===== config.mk =====
export PLATFORM = sky130hd
export DESIGN_NAME = pio_osr_autopull
export DESIGN_NICKNAME = d
export VERILOG_FILES = /design/src/rtl/pio_osr_autopull.sv
export SDC_FILE = /design/constraint.sdc
export NUM_CORES = 1
export LEC_CHECK = 0
export CAP_MARGIN = 20
export CELL_PAD_IN_SITES_DETAIL_PLACEMENT = 0
export CELL_PAD_IN_SITES_GLOBAL_PLACEMENT = 1
export CORE_MARGIN = 3
export CORE_UTILIZATION = 39
export DETAILED_ROUTE_END_ITERATION = 8
export PLACE_DENSITY_LB_ADDON = 0.1
export RECOVER_POWER = 100
export SYNTH_ARGS = -nofsm -noshare
export SYNTH_HDL_FRONTEND = slang
export SYNTH_SLANG_ARGS = --single-unit

===== constraint.sdc =====
create_clock -name clk -period 4.9 [get_ports clk]
set_input_delay 0.49 -clock clk [delete_from_list [all_inputs] [get_ports clk]]
set_output_delay 0.49 -clock clk [all_outputs]
set_load 0.005 [all_outputs]

===== src/rtl/pio_osr_autopull.sv =====
// PIO output shift register: holds one TX-FIFO word and shifts 1..WIDTH bits per OUT,
// with blocking/non-blocking PULL, MOV load and threshold-driven autopull refill.
module pio_osr_autopull #(
    parameter int WIDTH = 32,
    localparam int NW = $clog2(WIDTH),
    localparam int CW = NW + 1
) (
    input  logic             clk,
    input  logic             reset,
    input  logic             penable,
    input  logic             dir,
    input  logic             autopull,
    input  logic [NW-1:0]    pull_thresh,
    input  logic             out_req,
    input  logic [NW-1:0]    out_count,
    input  logic             pull_req,
    input  logic             pull_block,
    input  logic             mov_load,
    input  logic [WIDTH-1:0] mov_data,
    input  logic [WIDTH-1:0] fifo_data,
    input  logic             fifo_valid,
    output logic             fifo_ready,
    output logic [WIDTH-1:0] dout,
    output logic             out_valid,
    output logic             stall,
    output logic [CW-1:0]    shift_count
);

    localparam logic [CW-1:0]    FULL_CNT = CW'(WIDTH);
    localparam logic [WIDTH-1:0] ONES     = '1;

    logic [WIDTH-1:0] shift_q, shift_d;
    logic [CW-1:0]    count_q, count_d;

    logic [CW-1:0]    thresh;
    logic [CW-1:0]    n_bits;
    logic [CW:0]      count_sum;
    logic [CW-1:0]    count_after_out;
    logic [WIDTH-1:0] out_data;
    logic [WIDTH-1:0] out_shifted;

    always_comb begin
        thresh          = (pull_thresh == '0) ? FULL_CNT : {1'b0, pull_thresh};
        n_bits          = (out_count == '0) ? FULL_CNT : {1'b0, out_count};
        // Widened sum so count + n saturates at WIDTH instead of wrapping.
        count_sum       = {1'b0, count_q} + {1'b0, n_bits};
        count_after_out = (count_sum > {1'b0, FULL_CNT}) ? FULL_CNT : count_sum[CW-1:0];
        out_data        = dir ? (shift_q & (ONES >> (FULL_CNT - n_bits)))
                              : (shift_q >> (FULL_CNT - n_bits));
        out_shifted     = dir ? (shift_q >> n_bits) : (shift_q << n_bits);
    end

    always_comb begin
        shift_d    = shift_q;
        count_d    = count_q;
        fifo_ready = 1'b0;
        dout       = '0;
        out_valid  = 1'b0;
        stall      = 1'b0;

        if (!reset && penable) begin
            if (mov_load) begin
                shift_d = mov_data;
                count_d = '0;
            end else if (pull_req) begin
                // With autopull on, a PULL before the threshold is reached does nothing.
                if (!(autopull && (count_q < thresh))) begin
                    if (fifo_valid) begin
                        shift_d    = fifo_data;
                        count_d    = '0;
                        fifo_ready = 1'b1;
                    end else if (pull_block) begin
                        stall = 1'b1;
                    end else begin
                        count_d = '0;
                    end
                end
            end else if (out_req) begin
                if (autopull && (count_q >= thresh)) begin
                    stall = 1'b1;
                    if (fifo_valid) begin
                        shift_d    = fifo_data;
                        count_d    = '0;
                        fifo_ready = 1'b1;
                    end
                end else begin
                    dout      = out_data;
                    out_valid = 1'b1;
                    shift_d   = out_shifted;
                    count_d   = count_after_out;
                    if (autopull && fifo_valid && (count_after_out >= thresh)) begin
                        shift_d    = fifo_data;
                        count_d    = '0;
                        fifo_ready = 1'b1;
                    end
                end
            end
        end
    end

    always_ff @(posedge clk) begin
        if (reset) begin
            shift_q <= '0;
            count_q <= FULL_CNT;
        end else begin
            shift_q <= shift_d;
            count_q <= count_d;
        end
    end

    assign shift_count = count_q;

endmodule


==> results.txt <==
----------------------------------------------------
[Die]
  Initial core utilization ... 40.4%
  Core region area ... 23900 um2
  Ports placed on the boundary ... 125
  Die height ... 163 um
  Cell row count ... 56
  Width of the chip ... 163 um
  Area enclosed by the die boundary ... 26700 um2

[Timing]
  Final max-slew violation count ... 0
  Relative slew slack ... 31.1%
  Actual transition at the worst max-transition pin ... 1.03 ns
  Hold Vio Cnt, Final ... 0
  Min setup slack post-route ... 0.0597 ns
  Period Utilization, post-route ... 98.8%
  Fin Setup TNS ... 0 ns
  Total of endpoints with negative setup slack in the final report ... 0
  Fmax achieved ... 207 MHz
  Final min period ... 4.84 ns
  Unrepaired setup endpoints after global routing ... false
  Clock skew ... 0.0110 ns

[Synth]
  Top cells by area, synth ... mux4_2 (12%), dfxtp_1 (7.9%), mux2i_1 (7.9%)
  Area share of the largest cell type after synthesis ... 12.4%
  Compound-cell area share of the yosys netlist ... 28.9%
  Dominant register cell in the synthesized netlist ... dfxtp_1
  Count of unique library cells instantiated by Yosys ... 93
  Most numerous cell in the Yosys netlist ... nand2_1
  Yosys reg bits ... 38
  Sequential cell area fraction in the yosys report ... 7.88%
  Number of flops mapped to enable cells by yosys ... 0
  Largest family of logic cells by synthesized area ... multiplexers
  Synthesis Warnings ... 0
  Xor-xnor portion of the synthesized cell area ... 0.985%
  Most instantiated cells after synthesis ... nand2_1 (136), nor2_1 (109), o21ai_0 (95), a21oi_1 (76), mux2i_1 (76)
  Post-synthesis share of cell area spent on full adders, half adders and majority gates ... 2.67%
  Post-synth net total ... 1357
  Mux cell area share after synthesis ... 30.1%
  Total standard cell area after synthesis ... 9660 um2
  Share of async-settable or async-resettable flops after synthesis ... 0%
  Average cell area after synthesis ... 7.70 um2
  Synthesized-area fraction occupied by and/or/nand/nor cells ... 19.7%
  Number of standard cells after synthesis ... 1254
  Cell type with the largest total area after synthesis ... mux4_2

[Clock network]
  Number of buffers inserted for hold repair after clock tree synthesis ... 0
  Clock transition at the registers of the reported paths ... 0.06 ns
  Insertion delay of the later-clocked pin in the worst-skew pair ... 0.29 ns
  TritonCTS sink count ... 38
  Clk buf depth ... 2
  TritonCTS clock tree ... yes
  CTS H-tree depth ... 2
  Clock Tree Root ... clkbuf_16
  Clock buffers created by TritonCTS ... 5

[Worst setup path]
  Required time worst endpoint ... 4.41 ns
  CP Buf/Inv Count ... 4
  Critical path capture point type ... output pin
  Crit path kind ... primary input to output pin
  Worst-path cell with the longest stage delay ... nor2_1
  Startpoint type of the worst setup path ... primary input
  Register-to-register setup slack ... 0.82 ns
  Data arrival time of the critical path ... 4.35 ns
  Crit path cell chain ... clkbuf_2 -> buf_4 -> nor2_1 -> nand2_1 -> xnor2_1 -> clkbuf_2 -> nor2_1 -> o211ai_1 -> a21oi_1 -> clkdlybuf4s50_1
  Highest fanout seen on the critical path ... 27
  Maximum single-stage delay on the critical path ... 0.81 ns
  Kind of cell adding the most delay to the critical path ... simple AND/OR/NAND/NOR gates

[Final layout]
  Proportion of layout cells with a drive suffix above 1 ... 16.0%
  Fill cell count ... 2429
  Area growth syn-to-layout ... 15.3%
  Total number of nets in the final design ... 1413

[Pwr]
  P_int ... 1.01 mW
  Flop pwr share ... 23.3%
  Fraction of power consumed by the clock network ... 17.4%
  Power per standard cell area ... 175 nW/um2
  Power spent charging and discharging nets ... 0.941 mW
  Share of total power in combinational logic ... 59.3%
  Worst vdd rail ir drop ... 0.123 mV
  Net Sw Frac ... 48.3%
  Reported leakage power ... 4.22 nW

[Routing]
  Drt total wl ... 49700 um
  DRC ... 0
  Routed length per instance ... 30.4 um
  Number of routed nets with antenna violations ... 0
  Ratio of routed vias to standard cells ... 7.10
  Drt pass-1 iters ... 6
  Count of vias placed by the detailed router ... 11600
  Detailed Route Iter0 Violations ... 1297

[Global routing]
  Overall overflow remaining after global route ... 0
  Wire length of the first global-routing pass ... 74000 um
  Antenna violations before repair ... 5
  Total routing resource utilization after global routing ... 36.5%
  Pin count of the biggest net entering global routing ... 65
  Number of global-route vias before repair ... 11200

[Outcome]
  Run status ... finished, final reports clean

[Worst hold path]
  Worst min path class ... flip-flop to flip-flop

[Placement]
  Weighted congestion reported at the end of routability-driven placement ... 1.06
  Count of input and output buffers ... 124
  Detailed placer's ending HPWL ... 36900 um
  Pre-CTS setup slack ... 0.0843 ns

[Job]
  Max_cap viols ... 0

----------------------------------------------------
power groups by stage:
stage | combinational [mW] | clock (mW) | sequential (mW)
floorplan | 0.779 | 0 | 0.360
global placement | 1.13 | 0 | 0.449
detailed placement | 1.12 | 0 | 0.449
CTS | 1.12 | 0.339 | 0.442
global route | 1.22 | 0.348 | 0.448
finish | 1.16 | 0.339 | 0.455
flip-flops by register name, indices dropped and copies added (netlist names):
signal and flops:
shift_q 32, shift_count 6
cells in the final DEF, fill, tap and decap left out, types with 6 or more instances in the layout:
cell type,Yosys,routed
nand2_1,136,136
mux4_2,53,53
nand2b_1,16,16
mux4_1,13,13
nor4_1,8,8
a221oi_1,14,14
or3_1,6,6
a211o_1,6,6
dfxtp_1,38,38
and2_1,14,11
or2_2,7,7
nor2b_1,10,10
a221o_1,7,7
o32ai_1,6,6
o21a_1,6,6
ha_1,19,19
and3_1,15,15
mux2i_1,76,76
o211ai_1,21,21
nor3_1,30,29
o311ai_0,6,6
a21o_1,8,8
a31oi_1,24,24
inv_1,24,24
o22ai_1,31,31
a211oi_1,22,22
nor2_1,109,109
o221ai_1,19,19
a21oi_1,76,76
clkdlybuf4s50_1,0,91
nand3_1,37,37
a22oi_1,9,9
buf_4,6,61
mux2_2,52,52
dlygate4sd3_1,1,28
o21ai_0,95,98
cell type report:
cell class                 instances  area (um2)  share of cell area (%)
tap                              319         399                    3.58
inverter                          28         110                   0.989
sequential                        38         761                    6.83
antenna                            5        12.5                   0.112
clock buffer                       7         143                    1.28
clock inverter                     1        5.00                  0.0449
timing repair buffer             188        1720                    15.4
multi-input combinational       1049        7990                    71.7
final timing paths:
path	depth (start not counted)	end	startpoint
setup / recovery	10	dout[13]	out_count[3]
hold / removal	1	shift_count[0]$_SDFFE_PP0P_	shift_count[0]$_SDFFE_PP0P_
setup reg to reg	16	shift_q[7]$_SDFFE_PP0P_	shift_count[0]$_SDFFE_PP0P_
hold reg to reg	1	shift_count[0]$_SDFFE_PP0P_	shift_count[0]$_SDFFE_PP0P_
cells by family after synthesis:
| family | count (synthesis) |
|---|---|
| AO/OA/AOI/OAI | 415 |
| AND/OR/NAND/NOR | 408 |
| multiplexers | 195 |
| buffers and inverters | 167 |
| flip-flops | 38 |
| adder cells (fa/ha/maj) | 21 |
| XOR/XNOR | 10 |
repair_timing:
item	CTS	global route
setup buffers	0	0
endpoints found under the setup margin	0	1
gates resized for setup	0	1
worst reg2reg max path: stages (launching register included):
cell	delay [ns]
dfxtp_1	0.35
ha_1	0.24
ha_1	0.21
a211o_1	0.28
a31oi_1	0.21
o2111a_1	0.26
mux2i_4	0.08
inv_1	0.08
nand2_1	0.06
ha_1	0.28
nand2b_1	0.15
a2111oi_2	0.42
o21ai_0	0.18
o2111ai_1	0.25
nand2_1	0.22
nor4_1	0.51
o41ai_1	0.14
layer usage:
| metal | global-route usage, % | vias up | part of all wire (%) |
|---|---|---|---|
| met2 | 55.0 | 843 | 43 |
| met5 | 0 | - | 0 |
| met3 | 7.03 | 187 | 10 |
| met1 | 49.3 | 5595 | 41 |
| met4 | 19.5 | 0 | 6.3 |
| li1 | - | 4982 | - |
stage by stage:
| stage | cells | power (mW) | utilization, % | area [um2] | hold WS, ns |
|---|---|---|---|---|---|
| after floorplan | 1254 | 1.14 | - | 9660 | 0.503 |
| after global placement | 1622 | 1.57 | 46.0 | 11000 | 0.554 |
| after detailed placement | 1622 | 1.57 | 46.0 | 11000 | 0.555 |
| after CTS | 1630 | 1.90 | 46.6 | 11100 | 0.569 |
| after global routing | 1630 | 2.02 | 46.5 | 11100 | 0.588 |
| final | 1635 | 1.95 | 46.6 | 11100 | 0.570 |
No activity file was read; power rests on OpenSTA's default activity.
